### src/rtl/gb_sweep_if.sv
// Channel-1 sweep bundle: frame-sequencer strobes, NR10/NR13/NR14 fields, and sweep results.
// Pure wiring, no latency.
// No backpressure: every signal is a level or a one-cycle strobe.
interface gb_sweep_if #(
    parameter int FREQ_W = 11
);
    logic              sweep_clk;
    logic              trigger;
    logic [2:0]        nr10_period;
    logic              nr10_negate;
    logic [2:0]        nr10_shift;
    logic [FREQ_W-1:0] freq_in;
    logic [FREQ_W-1:0] freq_out;
    logic              freq_update;
    logic              channel_disable;
    logic              sweep_enabled;

    // Register/sequencer side: drives strobes and NR10 fields, observes results
    modport master (
        output sweep_clk, trigger, nr10_period, nr10_negate, nr10_shift, freq_in,
        input  freq_out, freq_update, channel_disable, sweep_enabled
    );

    // Sweep unit side
    modport slave (
        input  sweep_clk, trigger, nr10_period, nr10_negate, nr10_shift, freq_in,
        output freq_out, freq_update, channel_disable, sweep_enabled
    );
endinterface

### src/rtl/gb_sweep_unit.sv
// Square-1 frequency sweep: shadow register, pace timer, calc/apply/check FSM, overflow disable.
// freq_update at T+2 after an expiring sweep_clk, follow-up check disable at T+3, trigger check at T+1.
// No backpressure: strobes arriving outside IDLE are dropped; pacing guarantees spacing.
module gb_sweep_unit #(
    parameter int FREQ_W    = 11,
    parameter int OVF_LIMIT = 2047
) (
    input  logic         clk,
    input  logic         reset,
    gb_sweep_if.slave    sw
);
    localparam int CALC_W = FREQ_W + 1;
    localparam logic [CALC_W-1:0] OVF_MAX = CALC_W'(OVF_LIMIT);

    typedef enum logic [1:0] {IDLE, CALC, APPLY, CHECK} state_t;

    state_t             state, state_nxt;
    logic [FREQ_W-1:0]  shadow, shadow_nxt;
    logic [FREQ_W-1:0]  freq_q, freq_nxt;
    logic [CALC_W-1:0]  new_freq, new_freq_nxt;
    logic [3:0]         timer, timer_nxt, timer_dec, reload;
    logic               en, en_nxt;
    logic               neg_used, neg_used_nxt;
    logic               neg_q;
    logic               upd_nxt, dis_nxt;
    logic               upd_q, dis_q;
    logic [CALC_W-1:0]  calc_now;
    logic               calc_ovf, neg_quirk;

    // Unsigned 12-bit sweep step; a right shift never exceeds the base, so subtraction cannot wrap
    function automatic logic [CALC_W-1:0] calc_sum(input logic [FREQ_W-1:0] base,
                                                   input logic [2:0] sh,
                                                   input logic neg);
        logic [CALC_W-1:0] b;
        logic [CALC_W-1:0] d;
        b = {1'b0, base};
        d = b >> sh;
        return neg ? (b - d) : (b + d);
    endfunction

    assign calc_now  = calc_sum(shadow, sw.nr10_shift, sw.nr10_negate);
    assign calc_ovf  = calc_now > OVF_MAX;
    assign reload    = (sw.nr10_period == 3'd0) ? 4'd8 : {1'b0, sw.nr10_period};
    assign timer_dec = timer - 4'd1;
    // Leaving negate mode after a negate calc has been used kills the channel
    assign neg_quirk = neg_q && !sw.nr10_negate && neg_used;

    // State and datapath registers
    always_ff @(posedge clk or negedge reset) begin
        if (!reset) begin
            state    <= IDLE;
            shadow   <= '0;
            freq_q   <= '0;
            new_freq <= '0;
            timer    <= '0;
            en       <= 1'b0;
            neg_used <= 1'b0;
            neg_q    <= 1'b0;
            upd_q    <= 1'b0;
            dis_q    <= 1'b0;
        end else begin
            state    <= state_nxt;
            shadow   <= shadow_nxt;
            freq_q   <= freq_nxt;
            new_freq <= new_freq_nxt;
            timer    <= timer_nxt;
            en       <= en_nxt;
            neg_used <= neg_used_nxt;
            neg_q    <= sw.nr10_negate;
            upd_q    <= upd_nxt;
            dis_q    <= dis_nxt;
        end
    end

    // Next-state and datapath updates; trigger overrides everything in flight
    always_comb begin
        state_nxt    = state;
        shadow_nxt   = shadow;
        freq_nxt     = freq_q;
        new_freq_nxt = new_freq;
        timer_nxt    = timer;
        en_nxt       = en;
        neg_used_nxt = neg_used;
        upd_nxt      = 1'b0;
        dis_nxt      = 1'b0;

        if (sw.trigger) begin
            shadow_nxt   = sw.freq_in;
            freq_nxt     = sw.freq_in;
            timer_nxt    = reload;
            neg_used_nxt = 1'b0;
            en_nxt       = (sw.nr10_period != 3'd0) || (sw.nr10_shift != 3'd0);
            state_nxt    = (sw.nr10_shift != 3'd0) ? CHECK : IDLE;
        end else begin
            if (neg_quirk) begin
                dis_nxt = 1'b1;
                en_nxt  = 1'b0;
            end
            case (state)
                IDLE: begin
                    if (sw.sweep_clk && timer != 4'd0) begin
                        timer_nxt = timer_dec;
                        if (timer_dec == 4'd0) begin
                            timer_nxt = reload;
                            if (en && sw.nr10_period != 3'd0) state_nxt = CALC;
                        end
                    end
                end
                CALC: begin
                    new_freq_nxt = calc_now;
                    if (sw.nr10_negate) neg_used_nxt = 1'b1;
                    state_nxt = APPLY;
                end
                APPLY: begin
                    state_nxt = IDLE;
                    if (new_freq > OVF_MAX) begin
                        dis_nxt = 1'b1;
                        en_nxt  = 1'b0;
                    end else if (sw.nr10_shift != 3'd0 && en_nxt) begin
                        shadow_nxt = new_freq[FREQ_W-1:0];
                        freq_nxt   = new_freq[FREQ_W-1:0];
                        upd_nxt    = 1'b1;
                        state_nxt  = CHECK;
                    end
                end
                CHECK: begin
                    if (sw.nr10_negate) neg_used_nxt = 1'b1;
                    if (calc_ovf) begin
                        dis_nxt = 1'b1;
                        en_nxt  = 1'b0;
                    end
                    state_nxt = IDLE;
                end
                default: state_nxt = IDLE;
            endcase
        end
    end

    assign sw.freq_out        = freq_q;
    assign sw.freq_update     = upd_q;
    assign sw.channel_disable = dis_q;
    assign sw.sweep_enabled   = en;
endmodule

### src/flat_wrapper.sv
// flat-port wrapper written by rule: the top's interface ports become plain ports
module gb_sweep_unit_flat 
#(
    parameter int FREQ_W    = 11,
    parameter int OVF_LIMIT = 2047
)
  (clk, reset, sw_sweep_clk, sw_trigger, sw_nr10_period, sw_nr10_negate, sw_nr10_shift, sw_freq_in, sw_freq_out, sw_freq_update, sw_channel_disable, sw_sweep_enabled);
  gb_sweep_if #(.FREQ_W(FREQ_W)) sw_i ();
  input  logic clk;
  input  logic reset;
  input wire logic [$bits(sw_i.sweep_clk)-1:0] sw_sweep_clk;
  input wire logic [$bits(sw_i.trigger)-1:0] sw_trigger;
  input wire logic [$bits(sw_i.nr10_period)-1:0] sw_nr10_period;
  input wire logic [$bits(sw_i.nr10_negate)-1:0] sw_nr10_negate;
  input wire logic [$bits(sw_i.nr10_shift)-1:0] sw_nr10_shift;
  input wire logic [$bits(sw_i.freq_in)-1:0] sw_freq_in;
  output wire logic [$bits(sw_i.freq_out)-1:0] sw_freq_out;
  output wire logic [$bits(sw_i.freq_update)-1:0] sw_freq_update;
  output wire logic [$bits(sw_i.channel_disable)-1:0] sw_channel_disable;
  output wire logic [$bits(sw_i.sweep_enabled)-1:0] sw_sweep_enabled;
  assign sw_i.sweep_clk = sw_sweep_clk;
  assign sw_i.trigger = sw_trigger;
  assign sw_i.nr10_period = sw_nr10_period;
  assign sw_i.nr10_negate = sw_nr10_negate;
  assign sw_i.nr10_shift = sw_nr10_shift;
  assign sw_i.freq_in = sw_freq_in;
  assign sw_freq_out = sw_i.freq_out;
  assign sw_freq_update = sw_i.freq_update;
  assign sw_channel_disable = sw_i.channel_disable;
  assign sw_sweep_enabled = sw_i.sweep_enabled;
  gb_sweep_unit #(.FREQ_W(FREQ_W), .OVF_LIMIT(OVF_LIMIT)) u_core (.clk(clk), .reset(reset), .sw(sw_i));
endmodule
### config.mk
export PLATFORM = sky130hd
export DESIGN_NAME = gb_sweep_unit_flat
export DESIGN_NICKNAME = d
export VERILOG_FILES = /design/src/rtl/gb_sweep_if.sv /design/src/rtl/gb_sweep_unit.sv /design/src/flat_wrapper.sv
export SDC_FILE = /design/constraint.sdc
export NUM_CORES = 1
export LEC_CHECK = 0
export ABC_AREA = 1
export CORE_MARGIN = 5
export CORE_UTILIZATION = 50
export CTS_BUF_LIST = sky130_fd_sc_hd__clkbuf_8
export DETAILED_ROUTE_END_ITERATION = 8
export GPL_ROUTABILITY_DRIVEN = 0
export PLACE_DENSITY_LB_ADDON = 0.12
export SYNTH_ARGS = -nofsm -noshare
export SYNTH_HDL_FRONTEND = slang
export SYNTH_SLANG_ARGS = --single-unit
### constraint.sdc
create_clock -name clk -period 4.7 [get_ports clk]
set_input_delay 0.705 -clock clk [delete_from_list [all_inputs] [get_ports clk]]
set_output_delay 0.705 -clock clk [all_outputs]
set_load 0.03 [all_outputs]
# After elaboration in Yosys (flattened, before gate mapping)
# Cells that the tools add are included.
[classes] magnitude_cmp=2 n_div=0 addsub=3 eq_ne=7 n_mul=0 reduce_logical=25 bitwise_logic=1 n_shift=1 muxes=36
[op_table] cell="11-bit 2-to-1 mux" count=4
[op_table] cell="12-bit by 11-bit greater-than comparator with 1-bit output (second input constant)" count=2
[op_table] cell="4-bit 2-to-1 mux" count=5
[op_table] cell="1-bit 2-to-1 mux" count=16
[op_table] cell="2-bit 2-to-1 mux" count=7
[op_table] cell="11-bit by 12-bit adder with 12-bit output" count=1
[op_table] cell="12-bit 2-to-1 mux" count=1
[op_table] cell="2-bit nonzero test" count=6
[op_table] cell="11-bit by 3-bit >> shifter with 12-bit output" count=1
[op_table] cell="11-bit by 12-bit subtractor with 12-bit output" count=1
[op_table] cell="3-bit by 2-bit inequality test with 1-bit output (second input constant)" count=3
[op_table] cell="2-bit one-hot mux with 4 select lines" count=1
[op_table] cell="2-bit AND reduction" count=3
[op_table] cell="3-bit AND reduction" count=2
[op_table] cell="3-bit nonzero test" count=2
[op_table] cell="1-bit logical AND" count=5
[op_table] cell="2-bit == test (second input constant)" count=2
[op_table] cell="4-bit zero test" count=1
[op_table] cell="1-bit one-hot mux with 2 select lines" count=2
[op_table] cell="4-bit nonzero test" count=1
[op_table] cell="4-bit by 1-bit subtractor with 4-bit output (second input constant)" count=1
[op_table] cell="3-bit zero test" count=1
[op_table] cell="2-bit by 1-bit == test with 1-bit output (second input constant)" count=1
[op_table] cell="2-bit zero test" count=1
[op_table] cell="5 further kinds" count=5
[word_totals] ff_bits=34 out_inout_bits=14 input_bits=22 mem_bits_rw=0 word_cells=84 mem_bits_ro=0 latchBits=0 n_memories=0

# Longest topological paths before layout
# Gate-level depths: netlist of run 1.
[logic_depth] depth_word=10 mapped_depth=28 mapped_depth_nobuf=27

# Least setup slack after synthesis of run 1
# OpenSTA, ideal clock, no wires.
[synth_path] path_type="input-to-reg" start="input port sw_nr10_shift[2]" end="register u_core.new_freq[10]" cell_stages=21 setup_slack_ns=1.394 required_time_ns=4.617 setup_ns=0.083 arrival_ns=3.223 path_buffers=2 cell_sequence="buf_2 > inv_1 > buf_2 > nand3_1 > nand2_1 > inv_1 > ha_1 > or2_2 > o21ai_0 > inv_1 > fa_1 > inv_1 > nand3_1 > nand2_1 > nand4_1 > nand2_1 > nand2_1 > nand2_1 > a21oi_1 > xor2_1 > o21ai_0"
[synth_via] elab_chain_len=3 word_cells_on_any_way=4 classes_between="2 x add/sub; 1 x shift; 1 x mux"
[synth_lines] element="start: declaration" line_no="flat_wrapper.sv:15" rtl="input wire logic [$bits(sw_i.nr10_shift)-1:0] sw_nr10_shift;"
[synth_lines] element="11-bit by 3-bit >> shifter with 12-bit output *" line_no="gb_sweep_unit.sv:37" rtl="d = b >> sh;"
[synth_lines] element="11-bit by 12-bit adder with 12-bit output / 11-bit by 12-bit subtractor with 12-bit output (equally long branches)" line_no="gb_sweep_unit.sv:38" rtl="return neg ? (b - d) : (b + d);"
[synth_lines] element="12-bit 2-to-1 mux *" line_no="gb_sweep_unit.sv:38"
[synth_lines] element="end signal: assignment" line_no="gb_sweep_unit.sv:65" rtl="new_freq <= new_freq_nxt;"
[synth_lines] element="end: declaration" line_no="gb_sweep_unit.sv:20" rtl="logic [CALC_W-1:0] new_freq, new_freq_nxt;"
# Every way passes the cells marked *; elsewhere a longest branch is shown, timed or not.
# A chain may end at the register's enable or synchronous reset.

# Worst setup path in the final report of run 1
[layout_path] start="input port sw_nr10_shift[0]" end="register u_core.new_freq[10]"
# The elaborated chain is that of the path after synthesis.

==> results by group, run 1 <==
Synthesis
  – Number of flip-flops and latches in the synthesized netlist: 34
  – Number of instances in the synthesized netlist: 383
  – Share of the yosys chip area belonging to registers: 32.3%
  – Mean Syn Cell Area: 6.87 sq um
  – Cell area after synthesis: 2630 sq um
  – Synth Net Count: 420
  – Yosys top cell by area: sky130_fd_sc_hd__dfrtp_1
  – Distinct cells, synth: 32
  – Share of Yosys cell area claimed by the top area cell type: 32.3%
  – Largest cells by area after synthesis: sky130_fd_sc_hd__dfrtp_1 32%, sky130_fd_sc_hd__nand2_1 19%, sky130_fd_sc_hd__nand3_1 7.8%, sky130_fd_sc_hd__ha_1 6.7%, sky130_fd_sc_hd__inv_1 5.3%
  – Count of warnings emitted by yosys: 0

Critical path
  – Crit path largest cell delay: 640 ps
  – Worst setup startpoint: sw_nr10_shift[0]
  – Required @ worst endpoint: 4840 ps
  – Largest fanout of any net on the critical path: 12
  – Count of buffering cells on the critical path with inverters included: 5
  – Worst setup SP type: primary input
  – Crit end category: flop
  – Library cell contributing the largest single delay on the critical path: sky130_fd_sc_hd__clkdlybuf4s50_1
  – Critical Path Most Common Cell: sky130_fd_sc_hd__nand2_1
  – Cell-by-cell listing of the critical path: clkdlybuf4s50_1, inv_2, nand2_1, nand2_1, nand2_1, nand3_1, nand2_1, inv_1, ha_1, or2_2, o21ai_0, inv_1, fa_1, inv_1, nand3_1, nand2_1, nand4_1, nand2_1, nand2_1, nand2_1, a21oi_1, xor2_1, o21ai_0
  – Worst EP arrival: 4130 ps
  – Critical path class: in -> reg
  – Critical register-to-register path startpoint: u_core.shadow[3]
  – Top delay family on crit path: simple AND/OR/NAND/NOR gates

Route
  – Antenna-violating nets left: 0
  – Sum of met3 wire segment lengths after detailed routing: 261 um
  – DRC violation total after the first TritonRoute iteration: 197
  – Wire length per cell after detailed routing: 13.5 um
  – Metal1 wirelength: 3060 um
  – Total met2 wirelength after detailed routing: 3160 um
  – Total number of vias: 2,522
  – Routed vias/inst: 5.17
  – First-pass DRT Iterations: 4
  – Wire length reported by the detailed router: 6570 um
  – Number of DRC violations after detailed routing: 0
  – Uppermost metal layer occupied by signal nets: met4

Run status
  – Run status: completed

Clocking
  – Number of buffers created by CTS: 5
  – Clock tree from TritonCTS: done
  – Sink count of the clock tree: 34
  – Post-CTS clock slew at the launch and capture registers of the worst setup and hold paths: 70 ps
  – Count of buffers added by post-CTS timing repair for setup: 0
  – Post-cts gate resize count: 0
  – Count of hold-fix buffers inserted at cts: 0
  – Root buffer cell: sky130_fd_sc_hd__clkbuf_8
  – H-tree levels: 2
  – Clock latency reported for the late side of the worst-skew pair: 290 ps
  – Deepest clock path buffer count: 2

Min path
  – Class of the worst hold path: reg -> reg
  – Startpoint of the lowest-slack hold path: u_core.new_freq[10]

GRT
  – Largest net degree at the start of global routing: 35
  – Antenna violations before repair: 0
  – Vias in the first global route: 2,348
  – GR Util All Layers: 21.3%
  – Total congestion overflow: 0
  – Global-route wire length before repair: 11,100 um

Placement
  – Port buffer count: 35
  – Placed standard-cell area: 3030 sq um
  – Half-perimeter wire length of the detailed placement result: 5040 um
  – Pre-CTS setup slack: 434 ps

Die
  – Floorplan die width: 82.6 um
  – Number of top-level pins: 36
  – Std-Cell Core Area: 5110 sq um
  – Initial core utilization: 51.5%
  – Number of placement rows: 26
  – Die Height: 82.6 um
  – Overall die area: 6820 sq um

STA
  – Final count of hold timing violations: 0
  – Slew headroom: 35.4%
  – Final worst path period share: 84.8%
  – Setup TNS: 0 ps
  – Worst clock skew on the final layout: 8.26 ps
  – Setup repair after global routing missed its margin: false
  – Final number of setup-violating endpoints: 0
  – PnR worst setup slack: 713 ps
  – Slew at the pin with the worst max-slew slack: 965 ps
  – Shortest period the worst path allows: 3990 ps
  – Maximum frequency from static timing analysis: 251 MHz
  – Max Slew Vio Count: 0

Finish
  – Antenna diode instance count: 0
  – End-of-flow core utilization: 61.5%
  – Storage element area: 851 sq um
  – Area used by multi-input combinational logic: 1570 sq um
  – Post-route cell area: 3140 sq um
  – Final nets: 454
  – Fill cells: 480
  – Area growth, synth to finish: 19.4%
  – Share of post-route cells with drive strength above 1: 8.13%

Flow run
  – MaxCap Viol Count: 0

Pwr
  – Peak supply drop: 0.000253 V
  – Power per cell area: 392 nW/um^2
  – Power, Total: 1.23 mW
  – Leakage power: 1.56 nW
[through the flow]
step	cells	hold WS [ps]
global route	488	509
floorplan	383	409
finish	488	484
CTS	488	487
global placement	480	463
detailed placement	480	470
[power breakdown]
part | leakage (nW) | total, mW | switching (mW) | internal (mW)
combinational | 1.08 | 0.529 | 0.317 | 0.212
sequential | 0.415 | 0.435 | 0.0621 | 0.373
clock | 0.0579 | 0.266 | 0.110 | 0.156
[synth_stat cells, drive strengths merged]
cell type,number
a211oi,1
a21oi,15
a22oi,2
a31oi,5
buf,7
clkbuf,4
dfrtp,34
fa,1
ha,14
inv,41
mux2,1
nand2,139
nand3,42
nand3b,2
nand4,2
nor2,20
nor3,5
o211ai,7
o21a,2
o21ai,20
or2,3
xnor2,3
xor2,13
[state kept, by name (all words and copies together) (netlist names)]
register                   flops
u_core.neg_used                1
u_core.neg_q                   1
u_core.shadow                 11
u_core.sw.channel_disable      1
u_core.sw.freq_update          1
u_core.timer                   4
u_core.new_freq               12
u_core.sw.sweep_enabled        1
u_core.state                   2
[routing by layer]
layer	vias to the layer above	GRT usage (%)
met5	-	0
met4	0	5.56
met2	48	36.5
li1	1306	-
met1	1160	27.7
met3	8	3.80
[layout by cell type (no fill, tap or decap)]
master	synthesis	final
sky130_fd_sc_hd__nand4_1	2	2
sky130_fd_sc_hd__ha_1	14	14
sky130_fd_sc_hd__a211oi_1	1	1
sky130_fd_sc_hd__o21ai_1	5	5
sky130_fd_sc_hd__o211ai_1	7	7
sky130_fd_sc_hd__mux2_2	1	1
sky130_fd_sc_hd__xnor2_1	3	3
sky130_fd_sc_hd__clkbuf_8	0	5
sky130_fd_sc_hd__buf_4	1	3
sky130_fd_sc_hd__o21ai_0	15	15
sky130_fd_sc_hd__a22oi_1	2	2
sky130_fd_sc_hd__nand2_2	9	9
sky130_fd_sc_hd__nand3b_1	2	2
sky130_fd_sc_hd__inv_2	4	4
sky130_fd_sc_hd__o21a_1	2	2
sky130_fd_sc_hd__a31oi_1	5	5
sky130_fd_sc_hd__nor3_2	1	1
sky130_fd_sc_hd__nand2_1	130	130
sky130_fd_sc_hd__clkinv_2	0	2
sky130_fd_sc_hd__nor2_1	16	16
sky130_fd_sc_hd__nor2_4	1	1
sky130_fd_sc_hd__inv_1	37	37
sky130_fd_sc_hd__bufinv_16	0	1
sky130_fd_sc_hd__dfrtp_1	34	34
sky130_fd_sc_hd__or2_2	3	3
sky130_fd_sc_hd__a21oi_1	15	15
sky130_fd_sc_hd__nor2_2	3	3
sky130_fd_sc_hd__xor2_1	13	13
sky130_fd_sc_hd__nand3_2	1	1
sky130_fd_sc_hd__nor3_1	4	4
sky130_fd_sc_hd__clkdlybuf4s50_1	0	35
sky130_fd_sc_hd__fa_1	1	1
sky130_fd_sc_hd__nand3_1	41	41
[cell families (layout without fill, tap and decap cells)]
group | count (synthesis) | after routing | synth area share, %
multiplexers | 1 | 1 | 0.428
buffers and inverters | 52 | 87 | 8.08
XOR/XNOR | 16 | 16 | 5.32
AO/OA/AOI/OAI | 52 | 52 | 11.3
adder cells (fa/ha/maj) | 15 | 15 | 7.41
flip-flops | 34 | 34 | 32.3
AND/OR/NAND/NOR | 213 | 213 | 35.2
[area by class of cell]
type                    instances  share of cell area (%)
multi-input cells             297                    49.9
flip-flops and latches         34                    27.1
repair buffers                 38                    11.9
inverters                      41                    4.90
well taps                      70                    2.79
clock buffers                   5                    2.19
clock inverters                 3                    1.27
[final timing paths]
| check | end | slack (ps) | cells after the start |
|---|---|---|---|
| min | u_core.shadow[10] | 480 | 2 |
| min reg2reg | u_core.shadow[10] | 480 | 2 |
| min in group asynchronous | u_core.shadow[5] | 810 | 2 |
| max in group asynchronous | u_core.shadow[6] | 3560 | 2 |
| max | u_core.new_freq[10] | 710 | 23 |
| max reg2reg | u_core.new_freq[10] | 1460 | 22 |
[worst min-delay path: cells and delay by family, from the launching register on]
family,cells,cell delay [ps]
simple gates,2,110
flops,1,340
(Power assumes the default switching activity.)
==> run 2: changes to the inputs <==
==> constraint.sdc (replaced) <==
create_clock -name clk -period 3.8 [get_ports clk]
set_input_delay 0.57 -clock clk [delete_from_list [all_inputs] [get_ports clk]]
set_output_delay 0.57 -clock clk [all_outputs]
set_load 0.03 [all_outputs]
==> run 2 against run 1 <==
Against the previous run:
- largest cell class unchanged
- cell count grew 3.7%
- register-to-register slack worse by 880 ps
- non-clock buffer count rose by 19
- via count grew 4.1%
- critical path depth grew 4
- first-iteration DRC count is 11% higher
- clock skew barely moved
- largest power group unchanged
- routed wire length up 5.4%
- combinational power rose by 35%
- critical path type unchanged
==> results by group, run 2 (synthesis results as in run 1) <==
GRT
  – Global-route wire length before repair: 11,500 um (+3.4%)
  – Antenna violations before repair: 0 (unchanged)
  – Largest net degree at the start of global routing: 35 (unchanged)
  – Vias in the first global route: 2,470 (+5.2%)
  – Total congestion overflow: 0 (unchanged)
  – GR Util All Layers: 22.2% (+0.86 points)

Die
  – Initial core utilization: 51.5% (unchanged)
  – Number of top-level pins: 36 (unchanged)
  – Std-Cell Core Area: 5110 sq um (unchanged)
  – Floorplan die width: 82.6 um (unchanged)
  – Overall die area: 6820 sq um (unchanged)
  – Die Height: 82.6 um (unchanged)
  – Number of placement rows: 26 (unchanged)

Finish
  – Biggest regs: u_core.new_freq (12), u_core.shadow (11), u_core.timer (4)
  – Antenna diode instance count: 0 (unchanged)
  – Final nets: 473 (+4.2%)
  – Share of post-route cells with drive strength above 1: 11.9% (+3.8 points)
  – Largest reg by FF count: u_core.new_freq
  – Most common cell after layout, fill and taps aside: sky130_fd_sc_hd__nand2_1
  – Max FFs per register: 12 (unchanged)
  – Most frequent cells in the layout: 129 x sky130_fd_sc_hd__nand2_1, 41 x sky130_fd_sc_hd__nand3_1, 39 x sky130_fd_sc_hd__inv_1, 35 x sky130_fd_sc_hd__clkdlybuf4s50_1, 34 x sky130_fd_sc_hd__dfrtp_1
  – Post-route cell area: 3260 sq um (+3.8%)
  – Area growth, synth to finish: 24.0%
  – End-of-flow core utilization: 63.9% (+2.4 points)

Clocking
  – H-tree levels: 2 (unchanged)
  – Sink count of the clock tree: 34 (unchanged)
  – Count of hold-fix buffers inserted at cts: 0 (unchanged)
  – Clock tree from TritonCTS: done
  – Root buffer cell: sky130_fd_sc_hd__clkbuf_8
  – Deepest clock path buffer count: 2 (unchanged)
  – Clock latency reported for the late side of the worst-skew pair: 290 ps (about the same)
  – Post-CTS clock slew at the launch and capture registers of the worst setup and hold paths: 70 ps (about the same)
  – Number of buffers created by CTS: 5 (unchanged)

Route
  – Total number of vias: 2,626 (+4.1%)
  – Wire length per cell after detailed routing: 13.7 um (+1.7%)
  – Number of DRC violations after detailed routing: 0 (unchanged)
  – Routed vias/inst: 5.19 (+0.42%)
  – Wire length reported by the detailed router: 6930 um (+5.4%)
  – Antenna-violating nets left: 0 (unchanged)
  – DRC violation total after the first TritonRoute iteration: 218 (+11%)
  – First-pass DRT Iterations: 4 (unchanged)

Pwr
  – Power per cell area: 463 nW/um^2 (+18%)
  – Power, Total: 1.51 mW (+23%)
  – Peak supply drop: 0.000281 V (+11%)
  – Leakage power: 1.64 nW (+5.2%)

STA
  – Maximum frequency from static timing analysis: 281 MHz
  – PnR worst setup slack: 247 ps (-467 ps)
  – Setup repair after global routing missed its margin: false
  – Slew headroom: 58.5% (+23 points)
  – Final worst path period share: 93.5%
  – Worst clock skew on the final layout: 8.64 ps (+0.383 ps)
  – Worst hold slack across all endpoints: 479 ps (-4.40 ps)
  – Final number of setup-violating endpoints: 0 (unchanged)
  – Final count of hold timing violations: 0 (unchanged)
  – Max Slew Vio Count: 0 (unchanged)
  – Slew at the pin with the worst max-slew slack: 620 ps (-345 ps)
  – Shortest period the worst path allows: 3550 ps

Critical path
  – Reg-to-reg slack, setup: 580 ps (-880 ps)
  – Required @ worst endpoint: 3990 ps (-850 ps)
  – Worst setup SP type: primary input
  – Crit path largest cell delay: 510 ps (-130 ps)
  – Count of buffering cells on the critical path with inverters included: 6 (+1)
  – Critical Path Most Common Cell: sky130_fd_sc_hd__nand2_1
  – Worst EP arrival: 3740 ps (-390 ps)
  – Crit end category: flop
  – Critical register-to-register path startpoint: u_core.shadow[4]
  – Critical path class: in -> reg
  – Library cell contributing the largest single delay on the critical path: sky130_fd_sc_hd__clkdlybuf4s50_1
  – Largest fanout of any net on the critical path: 11 (-1)
  – Number of cell instances on the worst register-to-register path: 24 (+9.1%)
  – Top delay family on crit path: simple AND/OR/NAND/NOR gates
  – Reg2Reg Capture Point: u_core.sw.channel_disable

Min path
  – Class of the worst hold path: reg -> reg
  – Min-Delay Endpoint: u_core.new_freq[8]
  – Number of cells traversed by the worst hold path: 2 (unchanged)
  – Startpoint of the lowest-slack hold path: u_core.new_freq[8]

Placement
  – Placed standard-cell area: 3180 sq um (+4.7%)
  – Half-perimeter wire length of the detailed placement result: 5290 um (+5.0%)
  – Port buffer count: 35 (unchanged)
  – Pre-CTS setup slack: -74.9 ps (-509 ps)

Run status
  – Run status: completed

Flow run
  – MaxCap Viol Count: 0 (unchanged)
-- run 2: changes by cell type in the layout (fill, tap and decap cells not counted), sizes merged --
| cell | previous run | this run |
|---|---|---|
| clkinv | 2 | 0 |
| inv | 41 | 43 |
| buf | 3 | 22 |
| bufinv | 1 | 0 |
-- run 2: power by group --
| part | switching, mW | total, mW | internal (mW) |
|---|---|---|---|
| logic | 0.408 | 0.716 | 0.307 |
| registers | 0.0810 | 0.543 | 0.462 |
| clock network | 0.131 | 0.252 | 0.121 |
-- run 2: how the worst max path moves through the flow --
stage                      from                   endpoint  slack (ps)  depth (start not counted)
3_3_place_gp   sw_nr10_shift[0]  u_core.sw.channel_disable         -80                         26
2_1_floorplan  sw_nr10_shift[2]        u_core.new_freq[10]         630                         21
6_report       sw_nr10_shift[0]  u_core.sw.channel_disable         250                         27
4_1_cts        sw_nr10_shift[0]  u_core.sw.channel_disable         210                         26
5_1_grt        sw_nr10_shift[0]  u_core.sw.channel_disable           4                         26
3_5_place_dp   sw_nr10_shift[0]  u_core.sw.channel_disable         -70                         26
-- run 2: layout make-up --
cell class / instances / area [sq um]
clock inverter: 2 / 7.51
timing repair buffer: 57 / 519
fill: 490 / 1840
multi-input combinational: 297 / 1580
tap: 70 / 87.6
clock buffer: 5 / 68.8
inverter: 41 / 154
sequential: 34 / 851
-- run 2: layer usage --
layer | GRT usage, % | vias to the layer above | part of all wire, %
met4 | 8.99 | 0 | 2.2
li1 | - | 1346 | -
met5 | 0 | - | 0
met1 | 28.8 | 1206 | 46
met3 | 3.90 | 10 | 4.5
met2 | 36.5 | 64 | 47
-- run 2: repair_timing --
action / in CTS / in global routing
endpoints found under the setup margin: 0 / 3
setup buffers: 0 / 0
gates resized for setup: 0 / 3
-- run 2: worst register-to-register path: cells and delay by family (launching register included) --
kind | cells | cell delay, ps
buffers and inverters | 4 | 340
AOI/OAI and AO/OA | 2 | 330
xor gates and xnor gates | 1 | 140
and+or+nand+nor | 15 | 1380
DFF | 1 | 440
adders and majority gates | 2 | 500
-- run 2: metrics by stage --
step	instances	TNS [ps]
2_1_floorplan	383	0
3_3_place_gp	499	-86.6
3_5_place_dp	499	-86.2
4_1_cts	506	0
5_1_grt	506	0
6_report	506	0
==> run 3: changes to the inputs <==
--- a/config.mk
+++ b/config.mk
@@ -11,7 +11,8 @@
 export CTS_BUF_LIST = sky130_fd_sc_hd__clkbuf_8
 export DETAILED_ROUTE_END_ITERATION = 8
 export GPL_ROUTABILITY_DRIVEN = 0
-export PLACE_DENSITY_LB_ADDON = 0.12
+export PLACE_DENSITY = 0.74
 export SYNTH_ARGS = -nofsm -noshare
 export SYNTH_HDL_FRONTEND = slang
 export SYNTH_SLANG_ARGS = --single-unit
+export TNS_END_PERCENT = 5
==> run 3 against run 2 <==
Against the previous run:
- cell count decreased by 0.40%
- worst hold slack improved by 2.4 ps
- count of clock-buffer cells in the layout unchanged
- global-route usage down 0.68 points
- register-to-register slack improved by 90 ps
- non-clock buffer count shrank 3
- combinational power down 2%
- first-iteration DRC count down 37%
- power increased by 3.3%
==> results by group, run 3 (synthesis results as in run 1) <==
Critical path
  – Count of buffering cells on the critical path with inverters included: 6 (unchanged)
  – Critical path class: in -> reg
  – Crit end category: flop
  – Largest fanout of any net on the critical path: 10 (-1)
  – Critical Path Most Common Cell: sky130_fd_sc_hd__nand2_1
  – Worst EP arrival: 3660 ps (-80 ps)
  – Top delay family on crit path: simple AND/OR/NAND/NOR gates
  – Required @ worst endpoint: 3980 ps (about the same)
  – Crit path largest cell delay: 470 ps (-40 ps)
  – Worst setup SP type: primary input
  – Library cell contributing the largest single delay on the critical path: sky130_fd_sc_hd__clkdlybuf4s50_1

Route
  – Total number of vias: 2,599 (-1.0%)
  – Total met2 wirelength after detailed routing: 3140 um (-4.3%)
  – Wire length reported by the detailed router: 6630 um (-4.2%)
  – Routed vias/inst: 5.16 (-0.64%)
  – Metal1 wirelength: 2950 um (-7.6%)
  – First-pass DRT Iterations: 4 (unchanged)
  – Wire length per cell after detailed routing: 13.2 um (-3.9%)
  – Number of DRC violations after detailed routing: 0 (unchanged)
  – Antenna-violating nets left: 0 (unchanged)
  – Sum of met3 wire segment lengths after detailed routing: 436 um (+41%)
  – Uppermost metal layer occupied by signal nets: met4
  – DRC violation total after the first TritonRoute iteration: 138 (-37%)

Die
  – Std-Cell Core Area: 5110 sq um (unchanged)
  – Die Height: 82.6 um (unchanged)
  – Overall die area: 6820 sq um (unchanged)
  – Floorplan die width: 82.6 um (unchanged)
  – Number of top-level pins: 36 (unchanged)
  – Number of placement rows: 26 (unchanged)
  – Initial core utilization: 51.5% (unchanged)

Pwr
  – Share of total power in combinational logic: 44.8% (-2.6 points)
  – Sequential Power Share: 34.7% (-1.2 points)
  – Clock network fraction of total power: 20.4% (+3.7 points)
  – Leakage power: 1.65 nW (+0.63%)
  – Internal power of the cells: 951 uW (+6.8%)
  – Peak supply drop: 0.000380 V (+36%)
  – Switching share of total power: 39.1% (-2.0 points)
  – Net switching component of the power: 610 uW (-1.7%)
  – Power per cell area: 476 nW/um^2 (+2.9%)

STA
  – PnR worst setup slack: 322 ps (+75.2 ps)
  – Maximum frequency from static timing analysis: 288 MHz (+2.2%)
  – Final count of hold timing violations: 0 (unchanged)
  – Shortest period the worst path allows: 3480 ps (-75.2 ps)
  – Worst hold slack across all endpoints: 482 ps (+2.37 ps)
  – Max Slew Vio Count: 0 (unchanged)
  – Setup repair after global routing missed its margin: false
  – Slew headroom: 60.1% (+1.6 points)
  – Final number of setup-violating endpoints: 0 (unchanged)
  – Final worst path period share: 91.5% (-2.0 points)
  – Worst clock skew on the final layout: 7.81 ps (-0.834 ps)
  – Slew at the pin with the worst max-slew slack: 597 ps (-22.9 ps)

Clocking
  – Number of buffers created by CTS: 5 (unchanged)
  – Post-cts gate resize count: 0 (unchanged)
  – Count of buffers added by post-CTS timing repair for setup: 0 (unchanged)
  – Sink count of the clock tree: 34 (unchanged)
  – Deepest clock path buffer count: 2 (unchanged)
  – Count of hold-fix buffers inserted at cts: 0 (unchanged)
  – Post-CTS clock slew at the launch and capture registers of the worst setup and hold paths: 70 ps (about the same)
  – Clock latency reported for the late side of the worst-skew pair: 280 ps (about the same)
  – H-tree levels: 2 (unchanged)
  – Root buffer cell: sky130_fd_sc_hd__clkbuf_8
  – Clock tree from TritonCTS: done

GRT
  – Vias in the first global route: 2,483 (+0.53%)
  – Global-route wire length before repair: 11,300 um (-1.2%)
  – Largest net degree at the start of global routing: 35 (unchanged)
  – Total congestion overflow: 0 (unchanged)
  – GR Util All Layers: 21.5% (-0.68 points)
  – Antenna violations before repair: 0 (unchanged)

Placement
  – Pre-CTS setup slack: -50.5 ps (+24.3 ps)
  – Port buffer count: 35 (unchanged)
  – Placed standard-cell area: 3150 sq um (-0.71%)
  – Half-perimeter wire length of the detailed placement result: 5240 um (-0.98%)

Run status
  – Run status: completed

Flow run
  – MaxCap Viol Count: 0 (unchanged)

Finish
  – Post-route cell area: 3280 sq um (+0.38%)
  – Area growth, synth to finish: 24.4%
  – Fill cells: 462 (-5.7%)
  – Antenna diode instance count: 0 (unchanged)
  – Biggest regs: u_core.new_freq (12), u_core.shadow (11), u_core.timer (4)
  – Largest reg by FF count: u_core.new_freq
  – Most common cell after layout, fill and taps aside: sky130_fd_sc_hd__nand2_1
  – Final nets: 470 (-0.63%)
  – Max FFs per register: 12 (unchanged)
  – Share of post-route cells with drive strength above 1: 11.5% (-0.41 points)
  – End-of-flow core utilization: 64.1% (+0.25 points)
  – Most frequent cells in the layout: 130 x sky130_fd_sc_hd__nand2_1, 41 x sky130_fd_sc_hd__nand3_1, 39 x sky130_fd_sc_hd__inv_1, 34 x sky130_fd_sc_hd__clkdlybuf4s50_1, 34 x sky130_fd_sc_hd__dfrtp_1

Min path
  – Class of the worst hold path: reg -> reg
## run 3: tightest hold or removal path, stage by stage, from the launching register on
cell and delay [ps]:
sky130_fd_sc_hd__dfrtp_1 340, sky130_fd_sc_hd__nand2_1 50, sky130_fd_sc_hd__nand3_1 50
## run 3: final timing paths
| check | startpoint | to | slack, ps | cells past startpoint |
|---|---|---|---|---|
| setup / recovery | sw_nr10_shift[1] | u_core.sw.channel_disable | 320 | 25 |
| hold reg to reg | u_core.new_freq[8] | u_core.shadow[8] | 480 | 2 |
| min in group asynchronous | reset | u_core.shadow[5] | 700 | 2 |
| max in group asynchronous | reset | u_core.shadow[10] | 2770 | 2 |
| hold / removal | u_core.new_freq[8] | u_core.shadow[8] | 480 | 2 |
| setup reg to reg | u_core.shadow[7] | u_core.sw.channel_disable | 670 | 24 |
## run 3: area by class of cell
class	instances	area, sq um	share of cell area, %
Inverter	41	156	4.77
Clock buffer	5	68.8	2.10
Sequential cell	34	851	26.0
Clock inverter	3	37.5	1.15
Timing Repair Buffer	54	499	15.2
Tap cell	70	87.6	2.67
Multi-Input combinational cell	297	1580	48.1
## run 3: metal layers
layer | up-vias | GRT usage [%]
met5 | - | 0
met4 | 0 | 5.23
met3 | 12 | 5.21
met2 | 81 | 35.8
met1 | 1162 | 28.1
li1 | 1344 | -
## run 3: power by group through the flow
stage	logic (mW)	clock network, mW	registers, mW
6_report	0.699	0.319	0.542
5_1_grt	0.800	0.340	0.554
4_1_cts	0.698	0.322	0.541
3_5_place_dp	0.693	0	0.546
3_3_place_gp	0.679	0	0.545
2_1_floorplan	0.439	0	0.566
## run 3: stage by stage
stage          cells  TNS (ps)  total power, mW
6_report         504         0             1.56
5_1_grt          504         0             1.69
4_1_cts          504         0             1.56
3_5_place_dp     496     -99.2             1.24
3_3_place_gp     496     -42.9             1.22
2_1_floorplan    383         0             1.01
